<file path="config.mk">
export PLATFORM = sky130hd
export DESIGN_NAME = i2s_xmit
export DESIGN_NICKNAME = d
export VERILOG_FILES = /design/src/rtl/i2s_xmit_pkg.sv /design/src/rtl/i2s_xmit_clkgen.sv /design/src/rtl/i2s_xmit.sv
export SDC_FILE = /design/constraint.sdc
export NUM_CORES = 1
export LEC_CHECK = 0
export ABC_AREA = 1
export CAP_MARGIN = 25
export CELL_PAD_IN_SITES_DETAIL_PLACEMENT = 1
export CELL_PAD_IN_SITES_GLOBAL_PLACEMENT = 2
export CORE_AREA = 2 2 125 127
export CTS_BUF_LIST = sky130_fd_sc_hd__clkbuf_2 sky130_fd_sc_hd__clkbuf_4 sky130_fd_sc_hd__clkbuf_8
export DETAILED_ROUTE_END_ITERATION = 10
export DIE_AREA = 0 0 127 129
export PLACE_DENSITY = 0.83
export SLEW_MARGIN = 5
export SYNTH_ARGS = -nofsm -noshare
export SYNTH_HDL_FRONTEND = slang
export SYNTH_SLANG_ARGS = --single-unit
export TNS_END_PERCENT = 100
</file>
<file path="constraint.sdc">
create_clock -name mck -period 2.24 [get_ports mck]
set_input_delay 0.448 -clock mck [delete_from_list [all_inputs] [get_ports mck]]
set_output_delay 0.448 -clock mck [all_outputs]
set_load 0.005 [all_outputs]
</file>
<file path="src/rtl/i2s_xmit_pkg.sv">
// ---------------------------------------------------------------------------
// i2s_xmit_pkg
// Shared definitions for the I2S transmit path (and its receive twin):
//   - default sample width, slot length and mck->bck divider
//   - lrck channel encoding (0 = left slot, 1 = right slot)
//   - small helpers for frame geometry
// ---------------------------------------------------------------------------
package i2s_xmit_pkg;

    localparam int I2S_WIDTH   = 24;   // sample width in bits
    localparam int I2S_SLOT    = 32;   // bck periods per channel slot
    localparam int I2S_BCK_DIV = 4;    // mck cycles per bck period

    // lrck level identifies the channel currently being shifted out.
    typedef enum logic {
        CH_LEFT  = 1'b0,
        CH_RIGHT = 1'b1
    } i2s_ch_e;

    // Number of mck cycles in one full left+right frame.
    function automatic int unsigned frame_period(input int unsigned slot,
                                                 input int unsigned bck_div);
        return 2 * slot * bck_div;
    endfunction

endpackage

</file>
<file path="src/rtl/i2s_xmit_clkgen.sv">
// ---------------------------------------------------------------------------
// i2s_xmit_clkgen
// Bit/frame clock generator for the I2S master.
//   mck            : master clock, all state on posedge
//   rst            : synchronous active-high reset
//   tick_o         : high in the mck cycle whose closing edge drops bck;
//                    every serial output advances on that edge
//   frame_start_o  : tick that moves the bit counter to position 0
//   chan_o         : channel of the bit position being entered on this tick
//   pos_o          : slot position (0..SLOT-1) being entered on this tick
//   bck_o          : registered bit clock, mck/BCK_DIV, 50% duty
//   lrck_o         : registered frame clock (0 = left, 1 = right)
// ---------------------------------------------------------------------------
module i2s_xmit_clkgen
    import i2s_xmit_pkg::*;
#(
    parameter  int SLOT    = I2S_SLOT,
    parameter  int BCK_DIV = I2S_BCK_DIV,
    localparam int BW      = $clog2(2 * SLOT),
    localparam int DW      = (BCK_DIV > 2) ? $clog2(BCK_DIV) : 1
) (
    input  logic          mck,
    input  logic          rst,
    output logic          tick_o,
    output logic          frame_start_o,
    output i2s_ch_e       chan_o,
    output logic [BW-1:0] pos_o,
    output logic          bck_o,
    output logic          lrck_o
);

    localparam logic [DW-1:0] DIV_LAST = DW'(BCK_DIV - 1);
    localparam logic [DW-1:0] DIV_HALF = DW'(BCK_DIV / 2 - 1);
    localparam logic [BW-1:0] BIT_LAST = BW'(2 * SLOT - 1);
    localparam logic [BW-1:0] SLOT_B   = BW'(SLOT);

    logic [DW-1:0] div_cnt_q, div_cnt_d;
    logic [BW-1:0] bit_cnt_q, bit_cnt_d;
    logic          bck_q, bck_d;
    logic          lrck_q, lrck_d;

    logic          tick;
    logic [BW-1:0] bit_next;
    i2s_ch_e       chan_next;
    logic [BW-1:0] pos_next;

    always_comb begin
        tick      = (div_cnt_q == DIV_LAST);
        div_cnt_d = tick ? '0 : div_cnt_q + DW'(1);

        // Position the serial logic will be in after this tick. The bit
        // counter resets to its last value so the first tick lands on 0.
        bit_next  = (bit_cnt_q == BIT_LAST) ? '0 : bit_cnt_q + BW'(1);
        chan_next = (bit_next >= SLOT_B) ? CH_RIGHT : CH_LEFT;
        pos_next  = (chan_next == CH_RIGHT) ? bit_next - SLOT_B : bit_next;

        bit_cnt_d = tick ? bit_next : bit_cnt_q;

        // bck rises mid-period and falls on the tick edge, so data launched
        // on the tick is stable across the following rising edge.
        bck_d = bck_q;
        if (div_cnt_q == DIV_HALF) begin
            bck_d = 1'b1;
        end else if (tick) begin
            bck_d = 1'b0;
        end

        lrck_d = tick ? logic'(chan_next) : lrck_q;
    end

    always_ff @(posedge mck) begin
        if (rst) begin
            div_cnt_q <= '0;
            bit_cnt_q <= BIT_LAST;
            bck_q     <= 1'b0;
            lrck_q    <= logic'(CH_LEFT);
        end else begin
            div_cnt_q <= div_cnt_d;
            bit_cnt_q <= bit_cnt_d;
            bck_q     <= bck_d;
            lrck_q    <= lrck_d;
        end
    end

    assign tick_o        = tick;
    assign frame_start_o = tick && (bit_next == '0);
    assign chan_o        = chan_next;
    assign pos_o         = pos_next;
    assign bck_o         = bck_q;
    assign lrck_o        = lrck_q;

endmodule

</file>
<file path="src/rtl/i2s_xmit.sv">
// ---------------------------------------------------------------------------
// i2s_xmit
// I2S master transmitter. Accepts left/right sample pairs through a
// valid/ready handshake into a one-deep holding buffer, latches the buffer
// into frame registers at each frame start and shifts standard I2S (MSB one
// bck after each lrck edge, data launched on bck falling edge).
//   mck        : master clock
//   rst        : synchronous active-high reset
//   l_data     : left sample, two's complement
//   r_data     : right sample, two's complement
//   data_valid : producer presents l_data/r_data
//   data_ready : holding buffer empty; pair taken when valid && ready
//   bck        : bit clock
//   lrck       : frame clock, 0 = left slot, 1 = right slot
//   data_out   : serial data, MSB first
//   underrun   : one-cycle pulse when a frame starts with an empty buffer
// All outputs come straight from registers.
// ---------------------------------------------------------------------------
module i2s_xmit
    import i2s_xmit_pkg::*;
#(
    parameter int WIDTH   = I2S_WIDTH,
    parameter int SLOT    = I2S_SLOT,
    parameter int BCK_DIV = I2S_BCK_DIV
) (
    input  logic             mck,
    input  logic             rst,
    input  logic [WIDTH-1:0] l_data,
    input  logic [WIDTH-1:0] r_data,
    input  logic             data_valid,
    output logic             data_ready,
    output logic             bck,
    output logic             lrck,
    output logic             data_out,
    output logic             underrun
);

    localparam int BW = $clog2(2 * SLOT);

    // Clock generator strobes
    logic          tick;
    logic          frame_start;
    i2s_ch_e       chan;
    logic [BW-1:0] pos;

    // Holding buffer, frame registers and registered outputs
    logic             buf_full_q, buf_full_d;
    logic [WIDTH-1:0] buf_l_q, buf_l_d;
    logic [WIDTH-1:0] buf_r_q, buf_r_d;
    logic [WIDTH-1:0] frame_l_q, frame_l_d;
    logic [WIDTH-1:0] frame_r_q, frame_r_d;
    logic             ready_q, ready_d;
    logic             data_out_q, data_out_d;
    logic             underrun_q, underrun_d;

    logic             accept;
    logic [WIDTH-1:0] slot_word;
    logic [WIDTH-1:0] bit_hit;

    i2s_xmit_clkgen #(
        .SLOT    (SLOT),
        .BCK_DIV (BCK_DIV)
    ) u_clkgen (
        .mck           (mck),
        .rst           (rst),
        .tick_o        (tick),
        .frame_start_o (frame_start),
        .chan_o        (chan),
        .pos_o         (pos),
        .bck_o         (bck),
        .lrck_o        (lrck)
    );

    assign accept    = data_valid && ready_q;
    assign slot_word = (chan == CH_RIGHT) ? frame_r_q : frame_l_q;

    // Slot position p (1..WIDTH) carries sample bit WIDTH-p. Each bit of the
    // active word owns one position; pad and tail positions match nothing
    // and therefore send 0.
    for (genvar gi = 0; gi < WIDTH; gi++) begin : g_bit_sel
        assign bit_hit[gi] = (pos == BW'(WIDTH - gi)) && slot_word[gi];
    end

    always_comb begin
        buf_full_d = buf_full_q;
        buf_l_d    = buf_l_q;
        buf_r_d    = buf_r_q;
        frame_l_d  = frame_l_q;
        frame_r_d  = frame_r_q;
        underrun_d = 1'b0;
        data_out_d = data_out_q;

        // Frame start looks only at the registered buffer state, so a pair
        // accepted on the same edge waits for the next frame.
        if (frame_start) begin
            if (buf_full_q) begin
                frame_l_d  = buf_l_q;
                frame_r_d  = buf_r_q;
                buf_full_d = 1'b0;
            end else begin
                frame_l_d  = '0;
                frame_r_d  = '0;
                underrun_d = 1'b1;
            end
        end

        // ready is only high while the buffer is empty, so an accept never
        // collides with a buffer-to-frame copy.
        if (accept) begin
            buf_l_d    = l_data;
            buf_r_d    = r_data;
            buf_full_d = 1'b1;
        end

        ready_d = !buf_full_d;

        // At frame start pos is 0 (pad bit), so reading the frame registers
        // before they reload is harmless.
        if (tick) begin
            data_out_d = |bit_hit;
        end
    end

    always_ff @(posedge mck) begin
        if (rst) begin
            buf_full_q <= 1'b0;
            buf_l_q    <= '0;
            buf_r_q    <= '0;
            frame_l_q  <= '0;
            frame_r_q  <= '0;
            ready_q    <= 1'b0;
            data_out_q <= 1'b0;
            underrun_q <= 1'b0;
        end else begin
            buf_full_q <= buf_full_d;
            buf_l_q    <= buf_l_d;
            buf_r_q    <= buf_r_d;
            frame_l_q  <= frame_l_d;
            frame_r_q  <= frame_r_d;
            ready_q    <= ready_d;
            data_out_q <= data_out_d;
            underrun_q <= underrun_d;
        end
    end

    assign data_ready = ready_q;
    assign data_out   = data_out_q;
    assign underrun   = underrun_q;

endmodule
</file>
; ---- Word-level counts from Yosys, hierarchy flattened
; Index checks and enable logic that the tools add are counted.
[op_classes]
n_eq_ne = 27
reduce_logical = 32
n_mux = 11
bitwise = 1
add_sub_neg = 3
magnitude_cmp = 1
[ops]
columns = op, n
row1 = 2-to-1 mux 24 bit, 3
row2 = equality test 6 x 5 -> 1 bit (second input constant), 9
row3 = equality test 6 x 4 -> 1 bit (second input constant), 8
row4 = logical AND 1 bit, 26
row5 = equality test 6 x 3 -> 1 bit (second input constant), 4
row6 = OR reduction 24 bit, 1
row7 = equality test 6 x 2 -> 1 bit (second input constant), 2
row8 = 2-to-1 mux 6 bit, 2
row9 = adder 6 x 1 -> 6 bit (second input constant), 1
row10 = equality test 6 x 1 -> 1 bit (second input constant), 1
row11 = equality test 6 bit (second input constant), 1
row12 = greater-or-equal comparator 6 bit (second input constant), 1
row13 = zero test 6 bit, 1
row14 = 2-to-1 mux 1 bit, 6
row15 = subtractor 6 bit (second input constant), 1
row16 = OR reduction 2 bit, 2
row17 = adder 2 x 1 -> 2 bit (second input constant), 1
row18 = equality test 2 x 1 -> 1 bit (second input constant), 1
row19 = equality test 2 bit (second input constant), 1
row20 = nonzero test 2 bit, 1
row21 = zero test 1 bit, 1
row22 = inverter 1 bit, 1
[word_totals]
elab_cells = 87
inputBits = 51
reg_bits = 110
output_inout_bits = 5

; ---- Longest topological paths before layout
; Gate-level depths: netlist (run 1).
[logic_depth]
ltp_word = 8
mapped_depth = 17
ltp_nobuf = 17

; ---- Modules after synthesis
; From an unflattened synthesis (run 1), not the netlist that was laid out.
[hier_totals]
hier_cells = 672
hier_area_um2 = 4708.3
[modules_own_cells]
columns = mod, cells_each, n_inst, area_per_inst_um2, seq_area_each_um2
row1 = i2s_xmit, 590, 1, 4110.2, 2001.9
row2 = i2s_xmit_clkgen, 82, 1, 598.1, 200.2

; ---- Worst setup path before layout (run 1)
; OpenSTA, ideal clock, no wires.
[synth_timing]
kind = flip-flop to flip-flop
startpoint = reg u_clkgen.bit_cnt_q[1]
endpoint = reg frame_l_q[0]
t_required_ns = 2.094
t_arrival_ns = 1.673
path_stages_with_launch = 12
synth_period_minus_slack_ns = 1.820
setup_ns = 0.146
n_path_buf = 1
path_slack_ns = 0.420
path_cell_list = dfxtp_1 > ha_1 > nand2_1 > inv_1 > nand2_1 > nand2_2 > inv_2 > nor3_4 > nand2_4 > buf_4 > a21oi_1 > a211oi_2
[synth_via]
elab_chain_len = 4
elab_cells_between_ends = 5
classes_between = add/sub: 1 / eq/ne: 1 / mux: 1 / reduce/logical: 2
[synth_rtl]
columns = item, line_no
row1 = start: declaration, i2s_xmit_clkgen.sv:38  ; logic [BW-1:0] bit_cnt_q, bit_cnt_d;
row2 = start signal: assignment, i2s_xmit_clkgen.sv:79  ; bit_cnt_q <= bit_cnt_d;
row3 = adder 6 x 1 -> 6 bit or equality test 6 bit (tied branches), i2s_xmit_clkgen.sv:53  ; bit_next = (bit_cnt_q == BIT_LAST) ? '0 : bit_cnt_q + BW'(1);
row4 = 2-to-1 mux 6 bit (*), i2s_xmit_clkgen.sv:53
row5 = zero test 6 bit (*), i2s_xmit_clkgen.sv:86  ; assign frame_start_o = tick && (bit_next == '0);
row6 = logical AND 1 bit (*), i2s_xmit_clkgen.sv:86
row7 = end signal: assignment, i2s_xmit.sv:138  ; frame_l_q <= frame_l_d;
row8 = end: declaration, i2s_xmit.sv:50  ; logic [WIDTH-1:0] frame_l_q, frame_l_d;
; Every way passes the cells marked *; elsewhere a longest branch is shown, timed or not.
; A chain may end at the register's enable or synchronous reset.

; ---- Worst setup path after layout (run 1)
[layout_timing]
startpoint = reg u_clkgen.bit_cnt_q[1]
endpoint = reg frame_l_q[6]
; Same word-level chain as after synthesis.

==> impl_metrics.csv, run 1 <==
group,metric,value,unit
synth,synth_top_area_frac,0.451,
synth,synth_cell_type_count,29,
cells_and_area,nets,762,
drt,wirelength,13.9,mm
min_path,hold_class,"reg2reg",
clock_network,cts_tree,"done",
grt,grt_max_degree,56,
cells_and_area,fillCellCount,1873,
drt,viasPerCell,4.92,
placed_design,port_buffers,55,
die,dieHeight,129,um
clock_network,clk_latency,0.39,ns
clock_network,root_buffer,"clkbuf_8",
setup_path,cpMostUsedCell,"nand2_1",
drt,drc,0,
pwr,power_frac_seq,0.502,
sta,setup_viol_count_final,0,
setup_path,crit_type,"reg2reg",
sta,rsz0062_at_grt,"false",
grt,antenna_found_initial,0,
synth,yosysMostFrequentCell,"nor2_1",
run,drv_cap,0,
die,io_pins,56,
sta,hold_viol_final,0,
synth,yosys-top-cells-count,"nor2_1, dfxtp_1, nand2_1",
sta,period_needed,2.04,ns
clock_network,h-tree-depth,3,
clock_network,cts_made_buffers,9,
pwr,swShare,0.300,
cells_and_area,drive_gt1_frac,0.107,
synth,yosysTopAreaCell,"dfxtp_1",
clock_network,cts_hold_buf,0,
drt,antenna_left,0,
setup_path,crit_path_end_kind,"register",
drt,avgRoutedWirePerCell,15.4,um
drt,dr.pass1.iters,4,
sta,final_max_slew_viol_count,0,
pwr,p_int,0.00298,W
pwr,p_leak,2.36,nW
grt,grt_pass1_wl,23.0,mm
pwr,p_switching,0.00127,W
cells_and_area,final_cells,898,
outcome,status,"completed",
setup_path,crit_chain,"ha_2, nand2_1, inv_1, nand2_1, nand2_2, inv_2, nor3_4, nand2_4, buf_4, a21oi_1, a211oi_2",
placed_design,place_congestion,0.874,
synth,synth.ff_latch_count,110,
setup_path,cpMaxStageDelayCell,"dfxtp_4",
cells_and_area,antenna_cells,0,
synth,synthArstFlopShare,0,
die,core,15000,sq um
die,die_w,127,um
placed_design,hpwl,10.3,mm
clock_network,clock_sinks,110,
synth,synth-edff-count,0,
synth,synth_area_per_cell,7.40,sq um
sta,clock.fmax,0.491,GHz
sta,fin_setup_tns,0,ns
sta,relSlewSlack,0.665,
die,dieArea,16400,sq um
die,initial_core_util,0.326,
pwr,combPwrFrac,0.203,
pwr,irDropWorstVdd,253,uV
drt,drtIter0Drc,161,
synth,synth_area,4890,sq um
setup_path,crit_required,2.51,ns
setup_path,startpoint_type,"register",
placed_design,dp_cells,880,
grt,track_usage,0.179,
synth,synthTopCellsByArea,"dfxtp_1, nor2_1, nand2_1",
pwr,power_density,722,nW/um^2
clock_network,cts_buffer_depth,2,
setup_path,worstPathArrival,2.31,ns
synth,synth_ff_type,"dfxtp_1",
setup_path,crit_fanout,32,
grt,grt_pass1_vias,4539,
drt,vias,4417,
synth,yosys_warnings,0,
synth,yosysSeqAreaShare,0.451,
sta,tightestPinTransition,0.503,ns
sta,clock-skew-final,0.00805,ns
sta,period_share,0.909,
die,placementRows,45,
synth,synth.net_count,717,
setup_path,max_stage_delay,0.38,ns
clock_network,clk_pin_slew_worst_paths,0.10,ns
pwr,p_clk_frac,0.296,
cells_and_area,syn2layout_area_growth,20.6,%
synth,syn_inst,660,
grt,grt-ovfl-total,0,
==> final cells by class <==
cell class / count / area, sq um / area share
clock buffers: 13 / 154 / 0.0261
clock inverters: 3 / 43.8 / 0.00743
inverters: 61 / 229 / 0.0389
multi-input cells: 449 / 2270 / 0.386
flip-flops and latches: 110 / 2210 / 0.375
well taps: 188 / 235 / 0.0399
repair buffers: 74 / 747 / 0.127
==> critical path: cells and delay by family (launching register included) <==
family	cells	cell delay [ns]
and+or+nand+nor	5	0.64
buffers and inverters	3	0.44
DFF	1	0.38
adders and majority gates	1	0.21
AOI/OAI and AO/OA	2	0.24
==> logic make-up after synthesis <==
family          after synthesis  synth area share
simple gates                306             0.267
compound gates              137             0.179
flops                       110             0.451
buf+inv                     101            0.0878
fa+ha+maj                     6            0.0154
==> power by group through the flow <==
stage | Sequential, W | Clock, W | Combinational [W]
final | 0.00213 | 0.00126 | 0.000862
after global routing | 0.00215 | 0.00137 | 0.000969
after CTS | 0.00214 | 0.00130 | 0.000841
after detailed placement | 0.00218 | 0 | 0.000836
after global placement | 0.00218 | 0 | 0.000814
after floorplan | 0.00216 | 0 | 0.000544
==> cell usage in the layout (no fill, tap or decap), types with 2 or more instances in the layout <==
| cell | Yosys | final |
|---|---|---|
| a21oi_1 | 26 | 26 |
| nand4_1 | 3 | 3 |
| nor2_1 | 133 | 132 |
| inv_2 | 2 | 3 |
| inv_1 | 59 | 58 |
| ha_1 | 6 | 5 |
| clkbuf_8 | 0 | 9 |
| a22oi_1 | 2 | 2 |
| buf_12 | 0 | 4 |
| nand3_1 | 61 | 61 |
| a211oi_2 | 23 | 23 |
| clkbuf_4 | 0 | 4 |
| buf_4 | 4 | 14 |
| o22ai_1 | 5 | 5 |
| nand2_4 | 3 | 2 |
| dfxtp_1 | 110 | 107 |
| o21ai_1 | 21 | 20 |
| nand2_2 | 2 | 2 |
| clkdlybuf4s50_1 | 0 | 55 |
| o21ai_0 | 58 | 58 |
| nand2_1 | 98 | 98 |
| dfxtp_4 | 0 | 2 |
==> registers in the layout, summed over array words and instances, names as in the netlist <==
| register | flops |
|---|---|
| u_clkgen.bit_cnt_q | 6 |
| frame_l_q | 24 |
| u_clkgen.bck_o | 1 |
| buf_r_q | 24 |
| buf_full_q | 1 |
| u_clkgen.lrck_o | 1 |
| frame_r_q | 24 |
| data_out | 1 |
| u_clkgen.div_cnt_q | 2 |
| underrun | 1 |
| data_ready | 1 |
| buf_l_q | 24 |
==> layer usage <==
metal / GRT usage / vias to the layer above / routed length [um]
met2: 0.305 / 53 / 6580
met4: 0.0698 / 0 / 368
li1: - / 2230 / -
met5: 0 / - / 0
met1: 0.224 / 2109 / 6590
met3: 0.0333 / 25 / 322
==> path summary, 6_finish.rpt <==
kind                                       from                            to  slack, ns  cells after the start
min                u_clkgen.lrck_o$_SDFFE_PP0P_  u_clkgen.lrck_o$_SDFFE_PP0P_       0.47                      2
max reg2reg  u_clkgen.bit_cnt_q[1]$_SDFFE_PP1P_     frame_l_q[6]$_SDFFE_PP0P_       0.20                     11
max          u_clkgen.bit_cnt_q[1]$_SDFFE_PP1P_     frame_l_q[6]$_SDFFE_PP0P_       0.20                     11
min reg2reg        u_clkgen.lrck_o$_SDFFE_PP0P_  u_clkgen.lrck_o$_SDFFE_PP0P_       0.47                      2
==> through the flow <==
step                 util  total power, W  area, sq um  worst slack (ns)  hold slack [ns]
floorplan               -         0.00270         4890             0.420            0.421
global placement    0.376         0.00299         5640             0.188            0.432
detailed placement  0.376         0.00302         5640            0.0884            0.454
CTS                 0.390         0.00427         5830            0.0631            0.476
global route        0.393         0.00449         5890           0.00579            0.485
finish              0.393         0.00425         5890             0.203            0.470
==> repair_timing <==
action / CTS / global route
setup buffers: 0 / 2
resized for setup: 0 / 10
endpoints found under the setup margin: 0 / 41
endpoints found under the hold margin: 0 / 0
Note: power is estimated with default switching activity, not from simulation.
==> run 2: changes to the inputs <==
- CORE_AREA: 2 2 125 127 -> 2 2 127 129
- CTS_BUF_LIST: sky130_fd_sc_hd__clkbuf_2 sky130_fd_sc_hd__clkbuf_4 sky130_fd_sc_hd__clkbuf_8 -> unset
- DIE_AREA: 0 0 127 129 -> 0 0 129 131
- PLACE_DENSITY: 0.83 -> 0.81
==> run 2 against run 1 <==
Via count fell by 1.6%; die area rose by 3.1%; combinational power fell by 2.6%; utilization fell by 1.0 points; register-to-register slack improved by 0.02 ns; critical path depth rose by 5; first-iteration DRC count fell by 20%; maximum frequency rose by 1.1%; clock skew rose by 0.0029 ns; flip-flop and latch count did not move; global-route usage fell by 0.46 points; power rose by 5.7%; critical endpoint is now data_out$_SDFFE_PP0P_; largest cell class unchanged.
==> impl_metrics.csv, run 2 (synthesized netlist as in run 1, its figures left out) <==
group,metric,value,unit
outcome,status,"completed",
clock_network,cts_buffer_depth,2,
sta,setup_ws,0.224,ns
placed_design,hpwl,10.2,mm
setup_path,rrSetupSlack,0.22,ns
placed_design,dp_cells,905,
grt,grt_pass1_vias,4393,
setup_path,crit_path_end_kind,"register",
cells_and_area,register_area,2210,sq um
die,initial_core_util,0.313,
sta,fin_setup_tns,0,ns
setup_path,crit_fanout,24,
setup_path,r2r.worst_path.cells,16,
sta,final_max_slew_viol_count,0,
cells_and_area,nets,757,
sta,clock-skew-final,0.0110,ns
pwr,power,0.00449,W
sta,period_share,0.900,
setup_path,worstPathArrival,2.27,ns
drt,avgRoutedWirePerCell,15.0,um
drt,drc,0,
drt,dr.pass1.iters,4,
cells_and_area,layout_commonest_cell,"nor2_1",
drt,viasPerCell,4.72,
cells_and_area,antenna_cells,0,
setup_path,r2r_start,"u_clkgen.bit_cnt_q[0]$_SDFFE_PP1P_",
grt,track_usage,0.174,
pwr,power_density,752,nW/um^2
sta,relSlewSlack,0.651,
min_path,whs_path_depth,2,
placed_design,place_congestion,0.866,
placed_design,port_buffers,55,
cells_and_area,final_cells,920,
min_path,hold_class,"in2reg",
setup_path,r2r-end,"data_out$_SDFFE_PP0P_",
clock_network,cts_setup_buffers,0,
clock_network,cts_made_buffers,9,
clock_network,h-tree-depth,3,
clock_network,clk_latency,0.36,ns
cells_and_area,multiInputGateArea,2280,sq um
min_path,min_from,"rst",
cells_and_area,syn2layout_area_growth,22.4,%
clock_network,clock_sinks,110,
sta,period_needed,2.02,ns
pwr,p_leak,2.36,nW
die,dieArea,16900,sq um
min_path,holdPathEnd,"u_clkgen.bck_o$_SDFFE_PP0P_",
grt,grt-ovfl-total,0,
sta,setup_viol_count_final,0,
setup_path,crit_required,2.50,ns
sta,clock.fmax,0.496,GHz
die,die_w,129,um
clock_network,clk_pin_slew_worst_paths,0.08,ns
clock_network,root_buffer,"clkbuf_16",
sta,tightestPinTransition,0.523,ns
grt,grt_pass1_wl,22.7,mm
cells_and_area,fillCellCount,1892,
drt,vias,4345,
placed_design,pre_cts_ws,0.0651,ns
grt,antenna_found_initial,0,
die,core,15600,sq um
die,io_pins,56,
run,drv_cap,0,
die,placementRows,46,
cells_and_area,final_cell_mix,"nor2_1, dfxtp_1, nand2_1, nand3_1, o21ai_0",
pwr,irDropWorstVdd,369,uV
sta,hold_viol_final,0,
setup_path,crit_type,"reg2reg",
drt,drtIter0Drc,128,
sta,whs,0.296,ns
grt,grt_max_degree,74,
cells_and_area,drive_gt1_frac,0.105,
sta,rsz0062_at_grt,"false",
clock_network,cts_tree,"done",
die,dieHeight,131,um
drt,antenna_left,0,
drt,wirelength,13.8,mm
setup_path,startpoint_type,"register",
[run 2: cell count changes in the layout (fill, tap and decap cells not counted), moves of 2 or more]
cell,change
nand2_2,+2
buf_4,-6
clkinvlp_4,+3
nand2_4,+2
clkbuf_4,-4
dfxtp_4,-2
clkbuf_8,-9
nand2_1,-3
clkbuf_16,+9
dfxtp_2,+2
[run 2: through the flow]
stage | instance area [sq um] | util
6_report | 5980 | 0.383
3_5_place_dp | 5670 | 0.363
2_1_floorplan | 4890 | -
3_3_place_gp | 5670 | 0.363
5_1_grt | 5980 | 0.383
4_1_cts | 5940 | 0.381
[run 2: area by class of cell]
cell class,count,area share
multi-input combinational,449,0.382
clock inverter,6,0.00795
inverter,61,0.0383
tap,216,0.0452
clock buffer,9,0.0377
timing repair buffer,69,0.120
sequential,110,0.369
[run 2: metal layers]
layer	GRT usage	share of wire	wire [um]
met5	0	0	0
met3	0.0305	0.021	295
met1	0.221	0.48	6600
met4	0.0620	0.018	249
met2	0.298	0.48	6620
[run 2: critical path, cell delays in order, from the launching register on]
cell and delay, ns:
dfxtp_2 0.36, ha_4 0.18, nand2_1 0.08, nor2_1 0.06, nor2_1 0.16, nand2_4 0.08
nand2_4 0.08, buf_12 0.16, nand2_1 0.07, o21ai_1 0.13, nor2_1 0.06, nor2_1 0.08
nand2_1 0.05, nor2_1 0.10, nand3_1 0.12, nand2_1 0.08, inv_1 0.04
[run 2: worst max path at each step]
stage | startpoint | end | slack, ns | cells past startpoint
final | u_clkgen.bit_cnt_q[0]$_SDFFE_PP1P_ | data_out$_SDFFE_PP0P_ | 0.22 | 16
after global routing | u_clkgen.bit_cnt_q[0]$_SDFFE_PP1P_ | data_out$_SDFFE_PP0P_ | 0.007 | 15
after CTS | u_clkgen.bit_cnt_q[1]$_SDFFE_PP1P_ | data_ready$_SDFF_PP0_ | 0.02 | 12
after detailed placement | u_clkgen.bit_cnt_q[1]$_SDFFE_PP1P_ | data_out$_SDFFE_PP0P_ | 0.07 | 15
after global placement | u_clkgen.bit_cnt_q[1]$_SDFFE_PP1P_ | data_out$_SDFFE_PP0P_ | 0.10 | 15
after floorplan | u_clkgen.bit_cnt_q[1]$_SDFFE_PP1P_ | frame_l_q[0]$_SDFFE_PP0P_ | 0.42 | 11
[run 2: what timing repair did]
action | 4_1_cts | 5_1_grt
hold buffers | 0 | 0
endpoints found under the setup margin | 0 | 51
gates resized for setup | 0 | 12
[run 2: where the power goes]
group	total, W	switching, W	internal [W]
combinational	0.000840	0.000523	0.000316
sequential	0.00214	0.0000646	0.00207
clock	0.00152	0.000759	0.000758
==> run 3: changes to the inputs <==
- CORE_AREA: 2 2 127 129 -> 2 2 123 125
- DIE_AREA: 0 0 129 131 -> 0 0 125 127
- PLACE_DENSITY: 0.81 -> 0.85
- clock period: 2.24 -> 2.5 ns (I/O delays scaled with it)
==> run 3 against run 2 <==
Flip-flop and latch count stayed put; combinational power is 13% lower; die area is 6.1% lower; register-to-register slack better by 0.03 ns; maximum frequency is 10% lower; design area is 1.5% lower; clock power is 3% lower; non-clock buffer count is 1 higher; critical path type unchanged; largest power group unchanged.
==> impl_metrics.csv, run 3 (synthesized netlist as in run 1, its figures left out) <==
group,metric,value,unit
clock_network,root_buffer,"clkbuf_16",
clock_network,cts_buffer_depth,2,
clock_network,ctsResizeCount,0,
placed_design,hpwl,10.3,mm
grt,antenna_found_initial,0,
die,placementRows,44,
pwr,p_leak,2.35,nW
grt,grt_pass1_vias,4550,
die,io_pins,56,
clock_network,cts_hold_buf,0,
clock_network,h-tree-depth,3,
clock_network,clock_sinks,110,
cells_and_area,postLayoutCellArea,5890,sq um
setup_path,worstPathArrival,2.46,ns
sta,period_share,0.897,
cells_and_area,final_cells,890,
clock_network,cts_setup_buffers,0,
drt,dr.pass1.iters,6,
pwr,power_density,699,nW/um^2
placed_design,place_congestion,0.860,
drt,drc,0,
sta,relSlewSlack,0.689,
run,drv_cap,0,
drt,wirelength,13.9,mm
clock_network,cts_made_buffers,9,
drt,antenna_left,0,
die,initial_core_util,0.339,
die,dieHeight,127,um
setup_path,startpoint_type,"register",
pwr,irDropWorstVdd,302,uV
clock_network,clk_pin_slew_worst_paths,0.07,ns
setup_path,r2r_start,"u_clkgen.bit_cnt_q[1]$_SDFFE_PP1P_",
clock_network,cts_tree,"done",
cells_and_area,syn2layout_area_growth,20.5,%
cells_and_area,drive_gt1_frac,0.0949,
setup_path,crit_required,2.72,ns
cells_and_area,final_cell_mix,"nor2_1, dfxtp_1, nand2_1, nand3_1",
cells_and_area,antenna_cells,0,
sta,rsz0062_at_grt,"false",
clock_network,clk_latency,0.35,ns
sta,setup_viol_count_final,0,
drt,drtIter0Drc,194,
outcome,status,"completed",
drt,viasPerCell,4.94,
sta,fin_setup_tns,0,ns
cells_and_area,final_core_util,0.408,
min_path,min_from,"buf_r_q[21]$_SDFFE_PP0P_",
drt,vias,4399,
sta,clock-skew-final,0.00622,ns
placed_design,dp_cells,874,
die,die_w,125,um
grt,track_usage,0.180,
die,core,14400,sq um
die,dieArea,15900,sq um
sta,whs,0.464,ns
setup_path,crit_fanout,37,
sta,hold_viol_final,0,
sta,tightestPinTransition,0.467,ns
grt,grt-ovfl-total,0,
setup_path,crit_path_end_kind,"register",
min_path,hold_class,"reg2reg",
grt,grt_max_degree,49,
grt,grt_pass1_wl,22.9,mm
sta,clock.fmax,0.446,GHz
setup_path,critical_path.startpoint,"u_clkgen.bit_cnt_q[1]$_SDFFE_PP1P_",
drt,avgRoutedWirePerCell,15.6,um
setup_path,crit_type,"reg2reg",
placed_design,place_area,5580,sq um
sta,final_max_slew_viol_count,0,
sta,period_needed,2.24,ns
placed_design,port_buffers,55,
cells_and_area,layout_commonest_cell,"nor2_1",
cells_and_area,nets,758,
-- run 3: path summary, 6_finish.rpt --
path                                end  slack (ns)  depth (start not counted)
max          frame_l_q[19]$_SDFFE_PP0P_        0.26                         11
min          frame_r_q[21]$_SDFFE_PP0P_        0.46                          2
max reg2reg  frame_l_q[19]$_SDFFE_PP0P_        0.26                         11
min reg2reg  frame_r_q[21]$_SDFFE_PP0P_        0.46                          2
-- run 3: layout make-up --
type	count	area (sq um)
Multi-Input combinational cell	449	2260
Tap cell	184	230
Sequential cell	110	2200
Clock buffer	11	233
Timing Repair Buffer	70	663
Fill cell	1782	8540
Inverter	61	229
Clock inverter	5	66.3
-- run 3: power breakdown --
part           leakage [nW]  total (W)  internal, W  switching, W
logic                  1.31   0.000728     0.000265      0.000463
registers             0.897    0.00191      0.00186     0.0000565
clock network         0.142    0.00147     0.000792      0.000682
total                  2.35    0.00411      0.00291       0.00120
-- run 3: stage by stage --
stage	power, W	setup slack (ns)
floorplan	0.00242	0.680
global placement	0.00267	0.343
detailed placement	0.00269	0.281
CTS	0.00417	0.225
global route	0.00433	0.0111
finish	0.00411	0.258
-- run 3: per-layer routing --
| layer | vias up | global-route usage | share of wire |
|---|---|---|---|
| met5 | - | 0 | 0 |
| met4 | 0 | 0.0503 | 0.016 |
| met3 | 14 | 0.0293 | 0.020 |
| met2 | 46 | 0.323 | 0.49 |
| met1 | 2118 | 0.225 | 0.47 |
| li1 | 2221 | - | - |
-- run 3: critical path, cell delays in order (launching register included) --
cell and delay [ns]:
dfxtp_1 0.43, ha_2 0.26, nand2_1 0.08, nor2_1 0.15
nand2_1 0.11, nand2_1 0.19, nand2_1 0.11, inv_1 0.13
nand2_4 0.06, buf_4 0.28, a21oi_1 0.24, a211oi_2 0.06
